[config.mk]
export PLATFORM = sky130hd
export DESIGN_NAME = apb_master_bridge
export DESIGN_NICKNAME = d
export VERILOG_FILES = /design/src/rtl/apb_master_bridge.sv
export SDC_FILE = /design/constraint.sdc
export NUM_CORES = 1
export LEC_CHECK = 0
export CAP_MARGIN = 20
export CELL_PAD_IN_SITES_DETAIL_PLACEMENT = 2
export CELL_PAD_IN_SITES_GLOBAL_PLACEMENT = 2
export CORE_UTILIZATION = 28
export CTS_CLUSTER_SIZE = 20
export DETAILED_ROUTE_END_ITERATION = 10
export PLACE_DENSITY = 0.88
export SKIP_LAST_GASP = 1
export SLEW_MARGIN = 0
export SYNTH_ARGS = -nofsm -noshare
export SYNTH_HDL_FRONTEND = slang
export SYNTH_SLANG_ARGS = --single-unit
[constraint.sdc]
create_clock -name clk -period 5.66 [get_ports clk]
set_input_delay 1.132 -clock clk [delete_from_list [all_inputs] [get_ports clk]]
set_output_delay 1.132 -clock clk [all_outputs]
set_load 0.03 [all_outputs]
[src/rtl/apb_master_bridge.sv]
// APB3 requester: converts a single-command request/response handshake into
// SETUP/ACCESS transfers, with wait-state support and an optional stall timeout.
module apb_master_bridge #(
   parameter int unsigned ADDR_WIDTH     = 5,
   parameter int unsigned DATA_WIDTH     = 32,
   parameter int unsigned TIMEOUT_CYCLES = 16
) (
   input  logic                  clk,
   input  logic                  resetn,
   // command side
   input  logic                  cmd_valid,
   output logic                  cmd_ready,
   input  logic                  cmd_write,
   input  logic [ADDR_WIDTH-1:0] cmd_addr,
   input  logic [DATA_WIDTH-1:0] cmd_wdata,
   // response side
   output logic                  rsp_valid,
   output logic [DATA_WIDTH-1:0] rsp_rdata,
   output logic                  rsp_err,
   output logic                  rsp_timeout,
   // APB side
   output logic                  psel,
   output logic                  penable,
   output logic                  pwrite,
   output logic [ADDR_WIDTH-1:0] paddr,
   output logic [DATA_WIDTH-1:0] pwdata,
   input  logic                  pready,
   input  logic                  pslverr,
   input  logic [DATA_WIDTH-1:0] prdata
);

   // $clog2(1) is 0, so a disabled timeout still gets a 1-bit counter
   localparam int unsigned CntW = (TIMEOUT_CYCLES > 0) ? $clog2(TIMEOUT_CYCLES + 1) : 1;
   localparam logic [CntW-1:0] CntLast =
      (TIMEOUT_CYCLES > 0) ? CntW'(TIMEOUT_CYCLES - 1) : '0;
   localparam bit TimeoutEn = (TIMEOUT_CYCLES > 0);

   typedef enum logic [1:0] {StIdle, StSetup, StAccess} state_e;

   state_e                state_q, state_d;
   logic                  psel_q, psel_d;
   logic                  penable_q, penable_d;
   logic                  pwrite_q, pwrite_d;
   logic [ADDR_WIDTH-1:0] paddr_q, paddr_d;
   logic [DATA_WIDTH-1:0] pwdata_q, pwdata_d;
   logic                  rsp_valid_q, rsp_valid_d;
   logic [DATA_WIDTH-1:0] rsp_rdata_q, rsp_rdata_d;
   logic                  rsp_err_q, rsp_err_d;
   logic                  rsp_timeout_q, rsp_timeout_d;
   logic [CntW-1:0]       cnt_q, cnt_d;

   // Next-state and registered-output computation; everything holds by default
   always_comb begin
      state_d       = state_q;
      psel_d        = psel_q;
      penable_d     = penable_q;
      pwrite_d      = pwrite_q;
      paddr_d       = paddr_q;
      pwdata_d      = pwdata_q;
      rsp_valid_d   = 1'b0;
      rsp_rdata_d   = rsp_rdata_q;
      rsp_err_d     = rsp_err_q;
      rsp_timeout_d = rsp_timeout_q;
      cnt_d         = cnt_q;
      case (state_q)
         StIdle: begin
            if (cmd_valid) begin
               state_d  = StSetup;
               psel_d   = 1'b1;
               pwrite_d = cmd_write;
               paddr_d  = cmd_addr;
               pwdata_d = cmd_wdata;
            end
         end
         StSetup: begin
            state_d   = StAccess;
            penable_d = 1'b1;
            cnt_d     = '0;
         end
         StAccess: begin
            if (pready) begin
               // completion takes priority over a coincident timeout
               state_d       = StIdle;
               psel_d        = 1'b0;
               penable_d     = 1'b0;
               rsp_valid_d   = 1'b1;
               rsp_err_d     = pslverr;
               rsp_timeout_d = 1'b0;
               rsp_rdata_d   = (!pwrite_q && !pslverr) ? prdata : '0;
            end else if (TimeoutEn && (cnt_q == CntLast)) begin
               state_d       = StIdle;
               psel_d        = 1'b0;
               penable_d     = 1'b0;
               rsp_valid_d   = 1'b1;
               rsp_err_d     = 1'b1;
               rsp_timeout_d = 1'b1;
               rsp_rdata_d   = '0;
            end else begin
               cnt_d = cnt_q + CntW'(1);
            end
         end
         default: begin
            state_d   = StIdle;
            psel_d    = 1'b0;
            penable_d = 1'b0;
         end
      endcase
   end

   // State and output registers with asynchronous clear
   always_ff @(posedge clk or negedge resetn) begin
      if (!resetn) begin
         state_q       <= StIdle;
         psel_q        <= 1'b0;
         penable_q     <= 1'b0;
         pwrite_q      <= 1'b0;
         paddr_q       <= '0;
         pwdata_q      <= '0;
         rsp_valid_q   <= 1'b0;
         rsp_rdata_q   <= '0;
         rsp_err_q     <= 1'b0;
         rsp_timeout_q <= 1'b0;
         cnt_q         <= '0;
      end else begin
         state_q       <= state_d;
         psel_q        <= psel_d;
         penable_q     <= penable_d;
         pwrite_q      <= pwrite_d;
         paddr_q       <= paddr_d;
         pwdata_q      <= pwdata_d;
         rsp_valid_q   <= rsp_valid_d;
         rsp_rdata_q   <= rsp_rdata_d;
         rsp_err_q     <= rsp_err_d;
         rsp_timeout_q <= rsp_timeout_d;
         cnt_q         <= cnt_d;
      end
   end

   assign cmd_ready   = (state_q == StIdle);
   assign psel        = psel_q;
   assign penable     = penable_q;
   assign pwrite      = pwrite_q;
   assign paddr       = paddr_q;
   assign pwdata      = pwdata_q;
   assign rsp_valid   = rsp_valid_q;
   assign rsp_rdata   = rsp_rdata_q;
   assign rsp_err     = rsp_err_q;
   assign rsp_timeout = rsp_timeout_q;

endmodule

# Word-level counts from Yosys, hierarchy flattened
# Index checks and enable logic that the tools add are counted.
# word_totals
register_bits,82
latchBits,0
mem_bits_rw,0
rom_bits,0
inputBits,75
output_inout_bits,76
word_cells,54
mem_count,0
# classes
n_addsub,1
mul,0
div_mod_pow,0
magnitude_cmp,0
n_eq_ne,7
shifts,0
mux,21
bitwise_logic,2
n_reduce_logical,12
# ops
op,count
$mux 32,3
$mux 5,2
$pmux 5 s2,1
$mux 1,9
$reduce_and 2->1,4
$mux 2,3
$ne 2x2->1 const B,3
$pmux 1 s3,2
$pmux 2 s3,1
$reduce_and 3->1,2
$add 5x1->5 const B,1
$eq 5x4->1 const B,1
$reduce_bool 2->1,2
$ne 3x3->1 const B,1
$eq 2x1->1 const B,1
$eq 2x2->1 const B,1
$logic_not 1->1,2
$logic_not 2->1,1
$not 1->1,2
$logic_and 1x1->1,1

# Depth between registers and ports, before layout
# Gate-level depths: netlist (run 1).
# logic_depth
depth_word,4
mapped_depth,7
depth_no_buf,6

# Worst setup path after synthesis (run 1)
# No wires, ideal clock.
# synth_timing
kind,input-to-reg
from,input port pready
to,register cnt_q[3]
arrival_time_ps,1996
t_required_ps,5590
path_slack_ps,3594
cell_stages,3
n_path_buf,0
cell_sequence,or2_2 or4_1 nand3_1
# synth_between
elab_chain_len,2
# synth_lines
item,line_no,rtl
start: declaration,27,"input logic pready,"
$ne 2x2->1 (no source line),n/a,
$reduce_and 3->1 (no source line),n/a,
end signal: assignment,135,cnt_q <= cnt_d;
end: declaration,50,"logic [CntW-1:0] cnt_q, cnt_d;"
# Every way passes these cells.
# A chain may end at the register's enable or synchronous reset.

# Worst setup path after layout (run 1)
# layout_timing
from,register state_q[1]
to,output port cmd_ready
# layout_between
elab_chain_len,1
# layout_lines
item,line_no,rtl
start: declaration,40,"state_e state_q, state_d;"
start signal: assignment,113,state_q <= StIdle;
start signal: assignment,125,state_q <= state_d;
$logic_not 2->1,139,assign cmd_ready = (state_q == StIdle);
end: declaration,12,"output logic cmd_ready,"
# Every way passes these cells.

==> results of run 1 <==
synth_stat cells (3+ instances only):
cell type  number
mux2_2         30
dfrtp_1        82
a21oi_1         4
buf_2           8
a22o_1         34
nor2_1          3
mux2_4          9
inv_1           3
nand2_1         4
critical path, stage by stage, from the launching register on:
cell and delay [ns]:
dfrtp_1 0.55, nor2_2 0.25, clkdlybuf4s50_1 0.70
sequential cells by signal, indices dropped and copies added (netlist names):
name / flops
rsp_valid: 1
state_q: 2
rsp_rdata: 32
pwdata: 32
rsp_timeout: 1
cnt_q: 5
rsp_err: 1
penable: 1
psel: 1
pwrite: 1
paddr: 5
final timing paths:
kind / start / end / slack (ns) / cells past startpoint
max: state_q[1]$_DFFE_PN0P_ / cmd_ready / 2.68 / 2
min: pwdata[8]$_DFFE_PN0P_ / pwdata[8]$_DFFE_PN0P_ / 0.51 / 1
max reg2reg: cnt_q[0]$_DFFE_PN0P_ / rsp_err$_DFFE_PN0P_ / 3.39 / 6
min reg2reg: pwdata[8]$_DFFE_PN0P_ / pwdata[8]$_DFFE_PN0P_ / 0.51 / 1
max in group asynchronous: resetn / rsp_rdata[17]$_DFFE_PN0P_ / 4.32 / 2
min in group asynchronous: resetn / cnt_q[4]$_DFFE_PN0P_ / 0.72 / 1
metal layers:
| layer | up-vias | track usage (%) | wire length, um | part of all wire, % |
|---|---|---|---|---|
| met1 | 1195 | 18.20 | 3640 | 40 |
| met3 | 14 | 4.943 | 645 | 7.1 |
| met4 | 0 | 5.284 | 163 | 1.8 |
| li1 | 1061 | - | - | - |
| met5 | - | 0 | 0 | 0 |
| met2 | 100 | 28.25 | 4594 | 51 |
final cells by class:
type,instances,area share [%]
sequential,82,40.62
tap,140,3.468
inverter,3,0.2229
clock buffer,10,2.725
clock inverter,6,1.461
multi-input combinational,111,20.19
timing repair buffer,153,31.31
cells by family after synthesis:
kind of cell               share of synthesized area, %
AOI/OAI and AO/OA                                 11.58
buffers and inverters                             2.468
and+or+nand+nor                                   4.499
DFF                                               65.29
muxes                                             15.37
adders and majority gates                        0.7961
stage by stage:
step	utilization (%)	instance area, sq um	worst slack (ns)	total power, mW	instances
floorplan	-	3143	3.594	1.975	207
global placement	43.69	4757	2.252	2.656	486
detailed placement	43.94	4785	2.183	2.724	487
CTS	45.89	4996	2.560	3.194	503
global route	46.39	5051	2.566	3.319	505
finish	46.39	5051	2.682	3.157	505
power breakdown:
part           total, mW  switching, mW  internal [mW]
Combinational       1.66          0.877          0.780
Clock              0.452          0.230          0.221
Sequential          1.05          0.185          0.864
==> flow_summary.toml, run 1 <==
[floorplanning]
initial_utilization_pct = 28.87
die_h_um = 108.0
placeableCoreArea_sq_um = 10890
dieArea_sq_um = 11650
fp-row-count = 38
ios = 151
dieWidth_um = 108.0

[synthesis]
yosysWarnings = 0
synth_area_per_cell_sq_um = 15.18
synth-edff-count = 0
yosysTopAreaCell = "dfrtp_1"
syn_area_sq_um = 3143
yosysSeqAreaShare_pct = 65.29
ys_async_sr_fraction_pct = 100.0
ys.flop_type = "dfrtp_1"
ys_seq_elements = 82
synthTopCellsByArea = "dfrtp_1 (65%), mux2_2 (11%), a22o_1 (9.5%)"
synth_top_cell_area_share_pct = 65.29
synthesis.nets = 284
ys_types = 31
syn_inst = 207

[clocking]
postCtsHoldBufs = 0
clkLatencyLatePin_ns = 0.35
clkSinkCount = 82
cts_tree = "yes"
cts_max_level = 3
cts_max_path_buffers = 2
clock-root-buffer = "clkbuf_8"
ctsResizeCount = 0
path_clk_slew_ns = 0.10
post_cts_buffers = 0
cts_made_buffers = 9

[pwr]
p_leak_nw = 2.146
ir_drop_mv = 0.2747
power_density_nw_per_um2 = 625.1

[sta]
fin_worst_skew_ns = 0.01343
hold_ws_ns = 0.5137
worstMarginPinSlew_ns = 0.6256
drv_slew = 0
timing.final.crit_share_pct = 52.61
setup_viol = 0
timing.fmax_mhz = 335.8
layout_min_cycle_time_ns = 2.978
slew_headroom_pct = 58.16
tns_ns = 0
finalHoldViolations = 0
rsz0062_at_grt = "false"

[critical_path]
cp.required_ns = 4.53
setup.worst_path.class = "reg2out"
crit_arrival_ns = 1.85
start_kind = "register"
cp_max_fo = 15
crit_path_end_kind = "output pin"

[global_route]
grt_max_degree = 83
overflow = 0
grtUsageTotal_pct = 15.97
grt_pass1_vias = 2714
antenna_found_initial = 0
grt_pass1_wl_um = 14130

[cells_and_area]
antenna_cells = 0
final_layout_size_suffix_gt1_share_pct = 17.53
area_delta_synth_final_pct = 60.71
final_cell_mix = "clkdlybuf4s50_1 (149), dfrtp_1 (82), a22o_1 (34), mux2_2 (30), clkbuf_8 (10)"
mostFrequentLayoutCell = "clkdlybuf4s50_1"
nets = 437
multi_input_area_sq_um = 1020
nFillCells = 1074
seq_area_sq_um = 2052

[place]
place_hpwl_um = 6584
port_buffers = 150
gp_congestion = 0.7482

[detailed_routing]
viasPerCell = 4.693
post_drt_wl_per_cell_um = 17.91
drt_iter0_markers = 32
firstDrtPassIters = 4
ant_nets = 0
routed_wl_um = 9045
drc = 0
vias = 2370

[worst_hold_path]
hp-class = "reg2reg"

[status]
status = "finished clean"

[run]
maxCapViolations = 0
Note: power is estimated with default switching activity, not from simulation.
==> inputs of run 2 (changes only) <==
Settings changed: CORE_UTILIZATION 28 to 26, PLACE_DENSITY 0.88 to 0.82.
Clock period 5.66 ns to 2.9 ns, I/O delays scaled along.
==> run 2 against run 1 <==
Compared with the run above:
- the flow now finishes with violations (design-rule violations)
- power increased by 110%
- setup slack got worse by 2.2 ns
- cell count increased by 0.79%
- count of clock-buffer cells in the layout decreased by 1
- clock skew decreased by 0.0077 ns
- sequential share of layout area decreased by 0.62 points
- flip-flop and latch count unchanged
- first-iteration DRC count increased by 130%
- combinational power increased by 95%
- utilization decreased by 2.2 points
- cell area increased by 1.6%
- register-to-register slack got worse by 2.7 ns
- largest power group unchanged
==> flow_summary.toml, run 2 (synthesis results as in run 1) <==
[status]
status = "finished with violations"
violations = "design-rule violations"

[cells_and_area]
final_layout_size_suffix_gt1_share_pct = 17.76
mostFrequentLayoutCell = "clkdlybuf4s50_1"
fin_area_sq_um = 5130
area_delta_synth_final_pct = 63.22
final_cell_mix = "clkdlybuf4s50_1 (149), dfrtp_1 (82), a22o_1 (34), mux2_2 (30)"
antenna_cells = 0
multi_input_area_sq_um = 1020
seq_area_sq_um = 2052
nets = 438
nFillCells = 1159

[worst_hold_path]
hp-class = "in2async"

[clocking]
clkLatencyLatePin_ns = 0.34
clkSinkCount = 82
path_clk_slew_ns = 0.06
ctsResizeCount = 0
cts_max_level = 3
clock-root-buffer = "clkbuf_16"
postCtsHoldBufs = 0
post_cts_buffers = 0
cts_max_path_buffers = 2
cts_made_buffers = 9
cts_tree = "yes"

[sta]
layout_min_cycle_time_ns = 2.404
worstMarginPinSlew_ns = 0.6047
timing.fmax_mhz = 416.0
drv_slew = 0
fin_worst_skew_ns = 0.005773
tns_ns = 0
finalHoldViolations = 0
rsz0062_at_grt = "false"
slew_headroom_pct = 59.69
setup_viol = 0
timing.final.crit_share_pct = 82.89

[critical_path]
setup.worst_path.class = "reg2out"
cp.required_ns = 2.32
start_kind = "register"
crit_arrival_ns = 1.82
cp_max_fo = 15
r2r_slack_ns = 0.73
crit_path_end_kind = "output pin"

[floorplanning]
fp-row-count = 39
initial_utilization_pct = 27.06
dieArea_sq_um = 12530
placeableCoreArea_sq_um = 11610
dieWidth_um = 111.9
ios = 151
die_h_um = 111.9

[global_route]
antenna_found_initial = 0
grt_max_degree = 47
overflow = 0
grt_pass1_wl_um = 15010
grtUsageTotal_pct = 15.86
grt_pass1_vias = 2665

[pwr]
p_leak_nw = 2.185
ir_drop_mv = 0.4675
power_density_nw_per_um2 = 1273

[detailed_routing]
ant_nets = 0
drt_iter0_markers = 74
viasPerCell = 4.656
vias = 2370
drc = 12
routed_wl_um = 9323
post_drt_wl_per_cell_um = 18.32
firstDrtPassIters = 7

[run]
maxCapViolations = 0

[place]
postPlaceCellArea_sq_um = 4803
gp_congestion = 0.7321
place_hpwl_um = 6737
port_buffers = 150
-- run 2: worst max-delay path, cell delays in order (launching register included) --
cell and delay (ns):
dfrtp_1 0.54, nor2_2 0.24, clkdlybuf4s50_1 0.70
-- run 2: path summary, 6_finish.rpt --
kind | cells past startpoint | startpoint | endpoint
max | 2 | state_q[1]$_DFFE_PN0P_ | cmd_ready
min | 1 | resetn | pwdata[10]$_DFFE_PN0P_
max reg2reg | 7 | cnt_q[0]$_DFFE_PN0P_ | rsp_rdata[14]$_DFFE_PN0P_
min reg2reg | 1 | rsp_rdata[28]$_DFFE_PN0P_ | rsp_rdata[28]$_DFFE_PN0P_
max in group asynchronous | 2 | resetn | rsp_rdata[11]$_DFFE_PN0P_
min in group clk | 1 | rsp_rdata[28]$_DFFE_PN0P_ | rsp_rdata[28]$_DFFE_PN0P_
-- run 2: final cells by class --
class,instances,share of cell area (%)
flip-flops and latches,82,40.00
clock buffers,9,4.390
well taps,143,3.488
inverters,3,0.2195
repair buffers,154,30.05
multi-input cells,111,19.88
clock inverters,7,1.976
-- run 2: power by group --
group	internal (mW)	switching [mW]	total, mW
Combinational	1.50	1.73	3.23
Sequential	1.69	0.357	2.05
Clock	0.761	0.490	1.25
-- run 2: stage by stage --
stage	util [%]	setup slack, ns	power (mW)	hold WS [ns]	instances
after floorplan	-	0.9746	3.856	0.2844	207
after global placement	41.36	0.7491	5.210	0.4864	493
after detailed placement	41.36	0.6491	5.322	0.4935	493
after CTS	44.17	0.4711	6.631	0.2054	509
after global routing	44.17	0.4279	6.855	0.2256	509
final	44.17	0.4961	6.530	0.1937	509
-- run 2: layer usage --
| layer | global-route usage [%] | up-vias | routed length (um) |
|---|---|---|---|
| met2 | 26.83 | 100 | 4709 |
| met5 | 0 | - | 0 |
| met3 | 7.186 | 7 | 900 |
| li1 | - | 1062 | - |
| met4 | 3.467 | 0 | 83 |
| met1 | 18.45 | 1201 | 3629 |
==> inputs of run 3 (changes only) <==
Settings changed: CORE_UTILIZATION 26 to 23, PLACE_DENSITY 0.82 to 0.77.
Clock period 2.9 ns to 2 ns, I/O delays scaled along.
==> run 3 against run 2 <==
Compared with the run above:
- the flow now finishes without violations
- sequential power is 42% higher
- routed wire length increased by 1.3%
- clock power rose by 44%
- global-route usage fell by 1.9 points
- cell area rose by 3.6%
- combinational power is 50% higher
- count of clock-buffer cells in the layout unchanged
- non-clock buffer count increased by 11
- cell count is 8.6% higher
- sequential share of layout area shrank 1.4 points
- critical path type is now reg2reg
- largest cell class unchanged
==> flow_summary.toml, run 3 (synthesis results as in run 1) <==
[place]
port_buffers = 150
place_inst = 534
gp_congestion = 0.7294
post-place-ws_ns = 0.005602
postPlaceCellArea_sq_um = 4955
place_hpwl_um = 7004

[sta]
timing.fmax_mhz = 518.5
setup_viol = 0
layout_min_cycle_time_ns = 1.929
worstMarginPinSlew_ns = 0.4027
rsz0062_at_grt = "false"
tns_ns = 0
drv_slew = 0
finalHoldViolations = 0
fin_worst_skew_ns = 0.009441
worst_slack_ns = 0.07147
timing.final.crit_share_pct = 96.43
slew_headroom_pct = 72.81

[run]
maxCapViolations = 0

[cells_and_area]
nets = 449
final_layout_size_suffix_gt1_share_pct = 20.69
final_util_pct = 39.97
final_cell_mix = "clkdlybuf4s50_1 (148), dfrtp_1 (82), a22o_1 (34), mux2_2 (30), buf_4 (10)"
fin_area_sq_um = 5314
antenna_cells = 0
finalNonFillerCells = 553
mostFrequentLayoutCell = "clkdlybuf4s50_1"
area_delta_synth_final_pct = 69.07

[critical_path]
start_kind = "register"
r2r_slack_ns = 0.07
crit_slowest_cell = "o311ai_0"
cp_max_fo = 3
crit_family = "simple AND/OR/NAND/NOR gates"
path_buf_inv = 0
cpMostUsedCell = "ha_2"
crit_path_end_kind = "register"
crit_arrival_ns = 2.13
cp_cell_sequence = "ha_2, and3_4, ha_2, or2_2, o311ai_0, nand3_1"
cp.required_ns = 2.20
crit_path_max_incr_delay_ns = 0.41
setup.worst_path.class = "reg2reg"

[clocking]
path_clk_slew_ns = 0.06
cts_max_level = 3
clkSinkCount = 82
cts_max_path_buffers = 2
cts_tree = "yes"
clkLatencyLatePin_ns = 0.34
cts_made_buffers = 9
clock-root-buffer = "clkbuf_16"

[pwr]
power.net_switching_mw = 3.720
combPwrFrac_pct = 50.8
power_density_nw_per_um2 = 1801
power.internal_mw = 5.851
ir_drop_mv = 0.6527
p_leak_nw = 2.247
pwr-share-clk_pct = 18.8
sequentialPowerShare_pct = 30.4
switching_share_pct = 38.87

[floorplanning]
dieArea_sq_um = 14140
placeableCoreArea_sq_um = 13300
die_h_um = 118.9
dieWidth_um = 118.9
ios = 151
fp-row-count = 42
initial_utilization_pct = 23.64

[global_route]
grtUsageTotal_pct = 14.01
grt_pass1_wl_um = 15170
antenna_found_initial = 0
grt_pass1_vias = 2799
grt_max_degree = 38
overflow = 0

[worst_hold_path]
hp-class = "reg2reg"

[detailed_routing]
ant_nets = 0
post_drt_wl_per_cell_um = 17.08
drc = 0
routed_wl_um = 9447
drt_iter0_markers = 85
vias = 2427
viasPerCell = 4.389
firstDrtPassIters = 4

[status]
status = "finished clean"
==> run 3: final timing paths <==
check                                    endpoint  cells past startpoint            startpoint
min reg2reg                   penable$_DFFE_PN0P_                      2   penable$_DFFE_PN0P_
min                           penable$_DFFE_PN0P_                      2   penable$_DFFE_PN0P_
max reg2reg                  cnt_q[3]$_DFFE_PN0P_                      6  cnt_q[0]$_DFFE_PN0P_
max                          cnt_q[3]$_DFFE_PN0P_                      6  cnt_q[0]$_DFFE_PN0P_
max in group asynchronous  pwdata[17]$_DFFE_PN0P_                      3                resetn
min in group asynchronous    paddr[0]$_DFFE_PN0P_                      2                resetn
==> run 3: timing repair <==
action | 4_1_cts | 5_1_grt
pin swaps | 0 | 1
endpoints found under the setup margin | 4 | 6
hold buffers | 1 | 0
endpoints found under the hold margin | 26 | 0
gates resized for setup | 2 | 2
buffers inserted | 1 | 1
==> run 3: final cells by class <==
| class | count | area [sq um] |
|---|---|---|
| Clock buffer | 9 | 225.2 |
| Clock inverter | 7 | 100.1 |
| Fill cell | 1311 | 7981 |
| Inverter | 3 | 11.26 |
| Multi-Input combinational cell | 111 | 1030 |
| Sequential cell | 82 | 2052 |
| Tap cell | 176 | 220.2 |
| Timing Repair Buffer | 165 | 1675 |
==> run 3: routing by layer <==
layer / vias up / track usage, % / part of all wire (%) / wire length [um]
met5: - / 0 / 0 / 0
met1: 1241 / 16.23 / 41 / 3896
met4: 0 / 5.696 / 1.4 / 129
met3: 10 / 3.879 / 6.1 / 576
li1: 1088 / - / - / -
met2: 88 / 24.31 / 51 / 4844
==> run 3: power by group through the flow <==
stage	Clock (mW)	Combinational (mW)	Sequential (mW)
2_1_floorplan	0	1.17	4.42
3_3_place_gp	0	4.80	2.88
3_5_place_dp	0	4.88	2.95
4_1_cts	1.86	4.91	2.93
5_1_grt	1.92	5.10	3.01
6_report	1.80	4.86	2.91
==> run 3: worst min-delay path: stages (launching register included) <==
cell	delay (ns)
dfrtp_1	0.34
nor2_1	0.04
nor2_1	0.07
==> run 3: per-stage QoR <==
| stage | power [mW] | hold slack (ns) |
|---|---|---|
| final | 9.571 | 0.4893 |
| after global routing | 10.04 | 0.5156 |
| after CTS | 9.706 | 0.4970 |
| after detailed placement | 7.831 | 0.3537 |
| after global placement | 7.689 | 0.3538 |
| after floorplan | 5.591 | 0.1044 |
